**src/rtl/pio_loader.sv**
```systemverilog
// rtl/pio_loader.sv - replays a stored program and bring-up words onto the pio config port
module pio_loader #(
    parameter int ADDR_W = 5,
    parameter int DIN_W  = 32
) (
    input  logic              clk,
    input  logic              reset,
    input  logic              start,
    input  logic [5:0]        plen,
    input  logic [1:0]        sm,
    input  logic [4:0]        wrap_end,
    input  logic [23:0]       div,
    input  logic [31:0]       pin_grps,
    input  logic [3:0]        en_mask,
    output logic [ADDR_W-1:0] mem_addr,
    input  logic [15:0]       mem_data,
    output logic [3:0]        action,
    output logic [4:0]        index,
    output logic [1:0]        mindex,
    output logic [DIN_W-1:0]  din,
    output logic              busy,
    output logic              done,
    output logic              err
);

    localparam logic [3:0] A_NONE  = 4'd0;
    localparam logic [3:0] A_INSTR = 4'd1;
    localparam logic [3:0] A_PEND  = 4'd2;
    localparam logic [3:0] A_GRPS  = 4'd5;
    localparam logic [3:0] A_EN    = 4'd6;
    localparam logic [3:0] A_DIV   = 4'd7;

    // Largest program that fits the pio instruction memory.
    localparam logic [6:0] MAX_LEN = 7'(2 ** ADDR_W);

    typedef enum logic [2:0] {
        S_IDLE,
        S_FETCH,
        S_INSTR,
        S_PEND,
        S_DIV,
        S_GRPS,
        S_EN,
        S_DONE
    } state_t;

    state_t             state_q, state_d;
    logic [5:0]         plen_q, plen_d;
    logic [4:0]         wrap_q, wrap_d;
    logic [23:0]        div_q, div_d;
    logic [31:0]        grps_q, grps_d;
    logic [3:0]         en_q, en_d;
    logic [1:0]         mindex_q, mindex_d;
    logic [4:0]         index_q, index_d;
    logic [ADDR_W-1:0]  mem_addr_q, mem_addr_d;
    logic               done_q, done_d;
    logic               err_q, err_d;
    logic [5:0]         addr_ahead;

    // State and latched-parameter registers; reset abandons any sequence in flight.
    always_ff @(posedge clk) begin
        if (!reset) begin
            state_q    <= S_IDLE;
            plen_q     <= '0;
            wrap_q     <= '0;
            div_q      <= '0;
            grps_q     <= '0;
            en_q       <= '0;
            mindex_q   <= '0;
            index_q    <= '0;
            mem_addr_q <= '0;
            done_q     <= 1'b0;
            err_q      <= 1'b0;
        end else begin
            state_q    <= state_d;
            plen_q     <= plen_d;
            wrap_q     <= wrap_d;
            div_q      <= div_d;
            grps_q     <= grps_d;
            en_q       <= en_d;
            mindex_q   <= mindex_d;
            index_q    <= index_d;
            mem_addr_q <= mem_addr_d;
            done_q     <= done_d;
            err_q      <= err_d;
        end
    end

    // Next-state and port drive. The memory read runs one word ahead of the
    // INSTR being issued, so addr_ahead is the word needed two cycles out.
    always_comb begin
        state_d    = state_q;
        plen_d     = plen_q;
        wrap_d     = wrap_q;
        div_d      = div_q;
        grps_d     = grps_q;
        en_d       = en_q;
        mindex_d   = mindex_q;
        index_d    = index_q;
        mem_addr_d = mem_addr_q;
        done_d     = done_q;
        err_d      = 1'b0;
        action     = A_NONE;
        din        = '0;
        busy       = 1'b0;
        addr_ahead = {1'b0, index_q} + 6'd2;

        case (state_q)
            S_IDLE, S_DONE: begin
                if (start) begin
                    done_d = 1'b0;
                    if ({1'b0, plen} > MAX_LEN) begin
                        err_d   = 1'b1;
                        state_d = S_IDLE;
                    end else begin
                        plen_d     = plen;
                        wrap_d     = wrap_end;
                        div_d      = div;
                        grps_d     = pin_grps;
                        en_d       = en_mask;
                        mindex_d   = sm;
                        mem_addr_d = '0;
                        state_d    = (plen == 6'd0) ? S_PEND : S_FETCH;
                    end
                end
            end
            S_FETCH: begin
                busy       = 1'b1;
                index_d    = '0;
                mem_addr_d = (plen_q > 6'd1) ? ADDR_W'(1) : '0;
                state_d    = S_INSTR;
            end
            S_INSTR: begin
                busy   = 1'b1;
                action = A_INSTR;
                din    = DIN_W'({16'h0, mem_data});
                if ({1'b0, index_q} == plen_q - 6'd1) begin
                    state_d = S_PEND;
                end else begin
                    index_d = index_q + 5'd1;
                    if (addr_ahead < plen_q) begin
                        mem_addr_d = ADDR_W'(addr_ahead);
                    end
                end
            end
            S_PEND: begin
                busy    = 1'b1;
                action  = A_PEND;
                din     = DIN_W'({27'h0, wrap_q});
                state_d = S_DIV;
            end
            S_DIV: begin
                busy    = 1'b1;
                action  = A_DIV;
                din     = DIN_W'({8'h0, div_q});
                state_d = S_GRPS;
            end
            S_GRPS: begin
                busy    = 1'b1;
                action  = A_GRPS;
                din     = DIN_W'(grps_q);
                state_d = S_EN;
            end
            S_EN: begin
                busy    = 1'b1;
                action  = A_EN;
                din     = DIN_W'({28'h0, en_q});
                done_d  = 1'b1;
                state_d = S_DONE;
            end
            default: begin
                state_d = S_IDLE;
            end
        endcase
    end

    assign mem_addr = mem_addr_q;
    assign index    = index_q;
    assign mindex   = mindex_q;
    assign done     = done_q;
    assign err      = err_q;

endmodule

```
**config.mk**
```make
export PLATFORM = sky130hd
export DESIGN_NAME = pio_loader
export DESIGN_NICKNAME = d
export VERILOG_FILES = /design/src/rtl/pio_loader.sv
export SDC_FILE = /design/constraint.sdc
export NUM_CORES = 1
export LEC_CHECK = 0
export BUFFER_PORTS_ARGS = -buffer_cell sky130_fd_sc_hd__buf_2
export CORE_MARGIN = 2
export CORE_UTILIZATION = 43
export CTS_BUF_LIST = sky130_fd_sc_hd__clkbuf_8
export CTS_CLUSTER_SIZE = 20
export DETAILED_ROUTE_END_ITERATION = 16
export GPL_TIMING_DRIVEN = 0
export HOLD_SLACK_MARGIN = 0.12
export PLACE_DENSITY = 0.75
export SYNTH_ARGS = -nofsm -noshare
export SYNTH_HDL_FRONTEND = slang
export SYNTH_SLANG_ARGS = --single-unit
```
**constraint.sdc**
```tcl
create_clock -name clk -period 2.5 [get_ports clk]
set_input_delay 0.125 -clock clk [delete_from_list [all_inputs] [get_ports clk]]
set_output_delay 0.125 -clock clk [all_outputs]
set_load 0.02 [all_outputs]
```
==> results of run 1 <==
==> worst min-delay path, stage by stage <==
cell and delay, ps:
buf_2 130, o21ai_0 100, a21oi_1 110
==> registers in the layout, indices dropped and copies added, names as in the netlist <==
signal,count
mindex,2
grps_q,32
div_q,24
done,1
en_q,4
wrap_q,5
err,1
index,5
plen_q,6
state_q,3
mem_addr,5
==> logic make-up after synthesis <==
logic type	Yosys count	synth area share
AOI/OAI and AO/OA	151	0.242
xor gates and xnor gates	8	0.0156
buffers and inverters	56	0.0553
adders and majority gates	10	0.0279
and+or+nand+nor	232	0.225
other	1	0.000838
muxes	17	0.0394
DFF	88	0.394
==> stage by stage <==
stage          hold slack [ps]  worst slack (ps)  TNS (ps)  utilization
3_5_place_dp               373             -17.2     -40.6        0.523
2_1_floorplan              260               166         0            -
5_1_grt                    193              12.4         0        0.616
6_report                   146               102         0        0.616
3_3_place_gp               375              39.6         0        0.523
4_1_cts                    140              43.9         0        0.614
==> cell type report <==
cell class	instances	area, µm²
inverters	11	41.3
plain buffers	44	209
fillers	887	3930
clock buffers	10	138
repair buffers	213	1430
flip-flops and latches	88	1770
clock inverters	6	67.6
multi-input cells	419	2480
well taps	136	170
==> placed cells by master, fill, tap and decap left out, types with 12 or more instances in the layout <==
master / synthesis / layout
a21boi_1: 12 / 12
a22oi_1: 16 / 16
buf_2: 18 / 159
o21ai_0: 22 / 22
a21boi_0: 61 / 61
dfxtp_1: 88 / 87
and3_1: 13 / 13
clkbuf_1: 22 / 18
a21oi_1: 17 / 17
nand2_1: 167 / 167
dlygate4sd3_1: 0 / 72
mux2i_1: 12 / 12
nor2_1: 19 / 19
==> final timing paths <==
check                   from  slack (ps)           to  cells past startpoint
setup / recovery  state_q[2]         100      din[10]                      6
hold reg to reg    wrap_q[3]         460    wrap_q[3]                      2
setup reg to reg    index[1]         160  mem_addr[3]                      9
hold / removal       plen[5]         150    plen_q[5]                      3
==> per-layer routing <==
layer  GRT usage  part of all wire
met1       0.300              0.40
met2       0.465              0.50
met3      0.0589             0.074
met4       0.109             0.026
met5           0                 0
==> timing repair <==
action | in CTS | in global routing
gates resized for setup | 3 | 8
hold buffers | 72 | 0
pin swaps | 0 | 2
buffers inserted | 0 | 1
endpoints found under the hold margin | 72 | 0
endpoints found under the setup margin | 12 | 16
==> power by group <==
group          switching (µW)  internal [µW]
sequential               46.5           1470
combinational             349            292
clock                     538            493
total                     933           2260
==> metrics, run 1 <==
fin area=6300 µm²; Inst Count DP=839; Mapped Area=4480 µm²; final setup violation count=0; Cell variety after synth=53; CP Class=reg -> out; P_leak=0.00269 µW; Post-synth top flop=dfxtp_1; CP Capture Type=output pin; Avg WL per Cell=16.0 µm; top-count cell post-synth=nand2_1; actual slew at the worst max-slew pin=544 ps; antenna violations before repair=0; Sink Count=88; synthesis-stage register bit count=88; Worst VDD drop=267 µV; pwr dens=507 nW/µm²; Critical Path AT=2270 ps; Initial Util=0.438; CTS root buf=clkbuf_8; status=completed; synthesized area per cell=7.95 µm²; RSZ-0062 raised after global routing=no; Final Non-Filler Cells=927; n_diodes=0; Synth top area share=0.394; layout cells sized above 1=0.255; first-pass GRT wire length=23200 µm; Required @ worst endpoint=2380 ps; Synth Net Count=665; vias per cell=5.31; vias in the first global route=4972; crit path buf inv count=3; Die Span X=106 µm; Synth Warn #=0; Area contributors post-synth=dfxtp_1 (39%), nand2_1 (14%), a21boi_0 (10%); Slowest Stage Delay on Critical Path=420 ps; HP Class=in -> reg; Port Buffers=140; Placed Area=5350 µm²; area grow syn2layout=40.7%; Initial DRT Pass Iterations=6; Final period util=0.959; IO Pins=143; Nets=888; initial DRC count=288; Tmin final=2400 ps; Detailed Place HPWL=10300 µm; area leader, netlist=dfxtp_1; async set-reset flop share out of synthesis=0; Crit-path slowest cell=dfxtp_1; Overflow after GRT=0; Tot Pwr=3190 µW; Final Hold Vio Count=0; Die Area=11200 µm²; num rows=37; CP top delay family=buffers and inverters; Layout Skew=11.8 ps; worst-path cell chain=buf_2, nor2b_1, buf_2, a22oi_1, o21ai_0, buf_2; Max Buffers Root-to-Sink=2; Max Cap Viol=0; Worst-path clk slew=90 ps; CTS tree=done; residual DRC count=0; final WL=14900 µm; Syn Inst Count=563; max_slew headroom=0.637; sequential fraction of the synthesis area=0.394; Total GRT Usage=0.261; gpl congestion=0.939; Skew-Pair Late Insertion Delay=360 ps; Die Y=106 µm; Final Slew Violations=0; clock buffer count from CTS=9; critical path startpoint category=register; CP most frequent cell=buf_2; vias after detailed routing=4923; Post-synth EDFFs=0; synth cell count leaders=nand2_1 (167), dfxtp_1 (88), a21boi_0 (61), clkbuf_1 (22), o21ai_0 (22); H-tree depth=3; Crit Path Max Fanout=10; DRT antenna net count=0; CORE AREA=10200 µm²; largest net degree at the start of global routing=16; FMAX=417 MHz
Power figures use the tool's default switching activity.
==> run 2, diff against run 1 <==
--- a/config.mk
+++ b/config.mk
@@ -9,11 +9,12 @@
 export CORE_MARGIN = 2
 export CORE_UTILIZATION = 43
 export CTS_BUF_LIST = sky130_fd_sc_hd__clkbuf_8
-export CTS_CLUSTER_SIZE = 20
+export CTS_CLUSTER_SIZE = 24
 export DETAILED_ROUTE_END_ITERATION = 16
 export GPL_TIMING_DRIVEN = 0
 export HOLD_SLACK_MARGIN = 0.12
 export PLACE_DENSITY = 0.75
+export RECOVER_POWER = 100
 export SYNTH_ARGS = -nofsm -noshare
 export SYNTH_HDL_FRONTEND = slang
 export SYNTH_SLANG_ARGS = --single-unit
==> metrics, run 2 (same netlist as run 1, synthesis figures left out) <==
num rows=37; Core Util, Final=0.612; worst-case reg-to-reg path depth=9; max_slew headroom=0.627; vias after detailed routing=4930; fin area=6260 µm²; Flop pwr share=0.477; Die Y=106 µm; CP Class=reg -> out; Initial Util=0.438; IO Pins=143; Crit Path Max Fanout=10; initial DRC count=290; Worst-path clk slew=90 ps; Die Span X=106 µm; largest registers=grps_q (32), div_q (24), plen_q (6); Required @ worst endpoint=2380 ps; Nets=888; combinational share of power=0.199; Biggest register=grps_q; final WL=14900 µm; Avg WL per Cell=16.0 µm; Port Buffers=140; Max Cap Viol=0; most frequent cells in the layout=nand2_1 (167), buf_2 (110), dfxtp_1 (87); Placed Area=5350 µm²; Skew-Pair Late Insertion Delay=350 ps; CORE AREA=10200 µm²; status=completed; commonest non-fill, non-tap cell in the layout=nand2_1; RSZ-0062 raised after global routing=no; final setup violation count=0; Initial DRT Pass Iterations=5; CTS root buf=clkbuf_8; Final Hold Vio Count=0; P_leak=0.00258 µW; Clock power frac=0.324; Max Buffers Root-to-Sink=2; setup TNS=0 ps; antenna violations before repair=0; FMAX=415 MHz; actual slew at the worst max-slew pin=560 ps; switching power=934 µW; H-tree depth=3; max FFs per register=32; CTS tree=done; WHS=147 ps; area grow syn2layout=39.8%; gpl congestion=0.939; Tot Pwr=3190 µW; vias in the first global route=4972; layout cells sized above 1=0.229; Cell Int Power=2250 µW; net switching fraction of the power=0.293; Final Slew Violations=0; Layout Skew=8.12 ps; largest net degree at the start of global routing=16; Detailed Place HPWL=10300 µm; DRT antenna net count=0; vias per cell=5.32; first-pass GRT wire length=23200 µm; Die Area=11200 µm²; pwr dens=509 nW/µm²; HP Class=in -> reg; Total GRT Usage=0.261; Worst VDD drop=267 µV; n_diodes=0; critical path startpoint category=register; Critical Path AT=2280 ps; clock buffer count from CTS=9; residual DRC count=0; CP Capture Type=output pin; hold path depth=3; Sink Count=88; Tmin final=2410 ps; Overflow after GRT=0; Final period util=0.963
## run 2: power groups by stage
| stage | registers, µW | clock network, µW | logic (µW) |
|---|---|---|---|
| 2_1_floorplan | 1550 | 0 | 336 |
| 3_3_place_gp | 1550 | 0 | 524 |
| 3_5_place_dp | 1550 | 0 | 540 |
| 4_1_cts | 1520 | 1050 | 629 |
| 5_1_grt | 1530 | 1090 | 690 |
| 6_report | 1520 | 1030 | 633 |
## run 2: per-stage QoR
stage | cells | setup WS [ps]
2_1_floorplan | 563 | 166
3_3_place_gp | 839 | 39.6
3_5_place_dp | 839 | -17.2
4_1_cts | 927 | 43.9
5_1_grt | 927 | 10.8
6_report | 927 | 92.4
## run 2: area by class of cell
type / instances / area (µm²)
Tap cell: 136 / 170
Sequential cell: 88 / 1770
Clock buffer: 10 / 138
Buffer: 44 / 209
Inverter: 11 / 41.3
Multi-Input combinational cell: 419 / 2460
Timing Repair Buffer: 213 / 1410
Clock inverter: 6 / 67.6
Fill cell: 904 / 3970
## run 2: per-layer routing
| layer | part of all wire | GRT usage | vias up |
|---|---|---|---|
| met5 | 0 | 0 | - |
| met4 | 0.028 | 0.109 | 0 |
| met3 | 0.074 | 0.0589 | 37 |
| met2 | 0.49 | 0.465 | 223 |
| met1 | 0.40 | 0.300 | 2316 |
| li1 | - | - | 2354 |
## run 2: timing repair
action / 4_1_cts / 5_1_grt
endpoints found under the setup margin: 12 / 16
gates resized for setup: 3 / 8
hold buffers: 72 / 0
buffers inserted: 0 / 1
pin swaps: 0 / 2
hold endpoints to repair: 72 / 0
## run 2: worst paths after layout
check / slack [ps] / endpoint / from
setup / recovery: 90 / din[12] / state_q[2]
hold / removal: 150 / plen_q[5] / plen[5]
setup reg to reg: 170 / mem_addr[3] / index[1]
hold reg to reg: 460 / grps_q[26] / grps_q[26]
## run 2: worst max-delay path, stage by stage, from the launching register on
cell and delay [ps]:
dfxtp_1 420, buf_2 280, nor2b_1 270, buf_2 320, a22oi_1 130, o21ai_0 280, clkbuf_2 230
==> run 3, diff against run 2 <==
--- a/config.mk
+++ b/config.mk
@@ -8,7 +8,6 @@
 export BUFFER_PORTS_ARGS = -buffer_cell sky130_fd_sc_hd__buf_2
 export CORE_MARGIN = 2
 export CORE_UTILIZATION = 43
-export CTS_BUF_LIST = sky130_fd_sc_hd__clkbuf_8
 export CTS_CLUSTER_SIZE = 24
 export DETAILED_ROUTE_END_ITERATION = 16
 export GPL_TIMING_DRIVEN = 0
==> constraint.sdc (replaced) <==
create_clock -name clk -period 3 [get_ports clk]
set_input_delay 0.15 -clock clk [delete_from_list [all_inputs] [get_ports clk]]
set_output_delay 0.15 -clock clk [all_outputs]
set_load 0.02 [all_outputs]
==> metrics, run 3 (same netlist as run 1, synthesis figures left out) <==
status=completed; Nets=888; Max Buffers Root-to-Sink=2; HP Class=in -> reg; Total GRT Usage=0.261; initial DRC count=306; Worst-path clk slew=90 ps; area grow syn2layout=37.9%; Detailed Place HPWL=10300 µm; Die Area=11200 µm²; Die Y=106 µm; IO Pins=143; Crit Path Max Fanout=10; Final Hold Vio Count=0; Die Span X=106 µm; CP Capture Type=output pin; Avg WL per Cell=16.0 µm; layout cells sized above 1=0.172; post-CTS setup buffer count=0; Max Cap Viol=0; most frequent cells in the layout=nand2_1 (167), buf_2 (103), dfxtp_1 (88); multi-input logic area=2440 µm²; max_slew headroom=0.457; Post-CTS Resized=0; vias after detailed routing=4915; residual DRC count=0; P_leak=0.00243 µW; largest net degree at the start of global routing=16; Final Slew Violations=0; actual slew at the worst max-slew pin=806 ps; DRT antenna net count=0; Crit-path slowest cell=clkbuf_1; Reg2Reg Setup Slack=340 ps; hold_sp=plen[5]; Worst R2R Start=index[1]; first-pass GRT wire length=23200 µm; CTS tree=done; worst-case reg-to-reg path depth=9; CP most frequent cell=clkbuf_1; n_diodes=0; CTS root buf=clkbuf_8; fin area=6170 µm²; clock buffer count from CTS=9; H-tree depth=3; crit path buf inv count=4; Worst R2R End=mem_addr[3]; Skew-Pair Late Insertion Delay=360 ps; CORE AREA=10200 µm²; Port Buffers=140; gpl congestion=0.939; Final period util=0.919; Tot Pwr=2650 µW; Tmin final=2760 ps; hold path depth=3; Initial Util=0.438; CP Class=reg -> out; Slowest Stage Delay on Critical Path=660 ps; Biggest register=grps_q; Required @ worst endpoint=2850 ps; largest registers=grps_q (32), div_q (24), plen_q (6); setup TNS=0 ps; pwr dens=429 nW/µm²; vias in the first global route=4972; RSZ-0062 raised after global routing=no; Initial DRT Pass Iterations=5; Storage cell area=1760 µm²; vias per cell=5.30; Placed Area=5350 µm²; Overflow after GRT=0; Worst VDD drop=223 µV; antenna violations before repair=0; # fillers=924; Hold EP=plen_q[5]; max FFs per register=32; num rows=37; critical path startpoint category=register; final WL=14800 µm; CP top delay family=buffers and inverters; commonest non-fill, non-tap cell in the layout=nand2_1; Inst Count DP=839; FMAX=363 MHz; final setup violation count=0; worst-path cell chain=clkbuf_1, clkbuf_1, clkbuf_1, mux2i_1, nor2_1, clkbuf_1; crit path launch=state_q[0]; Final Non-Filler Cells=927; Sink Count=88; Critical Path AT=2610 ps; Layout Skew=10.3 ps
## run 3: changes by cell type in the layout (fill, tap and decap cells not counted), sizes merged
cell,change
clkbuf,+8
buf,-8
## run 3: worst register-to-register path, cell delays in order (launching register included)
cell and delay (ps):
dfxtp_1 520, ha_1 260, xor2_1 260, ha_1 300, a21oi_1 140, and2b_2 220, o21ai_0 140, o211ai_1 180
a21boi_2 350, mux2i_1 230
## run 3: final cells by class
type                            instances  share of cell area
Buffer                                 45              0.0320
Clock buffer                           10              0.0223
Clock inverter                          6              0.0109
Inverter                               11             0.00669
Multi-Input combinational cell        419               0.395
Sequential cell                        88               0.285
Tap cell                              136              0.0276
Timing Repair Buffer                  212               0.221
## run 3: timing repair
action | 4_1_cts | 5_1_grt
hold endpoints to repair | 72 | 0
hold buffers | 72 | 0
endpoints found under the setup margin | 0 | 0
## run 3: through the flow
stage	hold WS [ps]	utilization	worst slack (ps)
after floorplan	285	-	666
after global routing	217	0.603	74.9
after global placement	400	0.523	540
final	179	0.603	242
after detailed placement	398	0.523	483
after CTS	165	0.613	393
## run 3: worst max path at each step
stage,endpoint,cells past startpoint
detailed placement,mem_addr[3],9
global route,din[18],6
CTS,din[11],6
global placement,mem_addr[2],9
floorplan,mem_addr[1],9
finish,din[18],6
## run 3: power breakdown
group | internal (µW) | switching [µW] | total [µW]
clock | 411 | 454 | 866
combinational | 231 | 286 | 517
sequential | 1230 | 38.7 | 1270
total | 1870 | 779 | 2650
## run 3: routing by layer
metal	up-vias	wire length [µm]	track usage
met2	219	7340	0.465
met5	-	0	0
li1	2350	-	-
met3	36	1090	0.0589
met1	2310	6030	0.299
met4	0	383	0.109
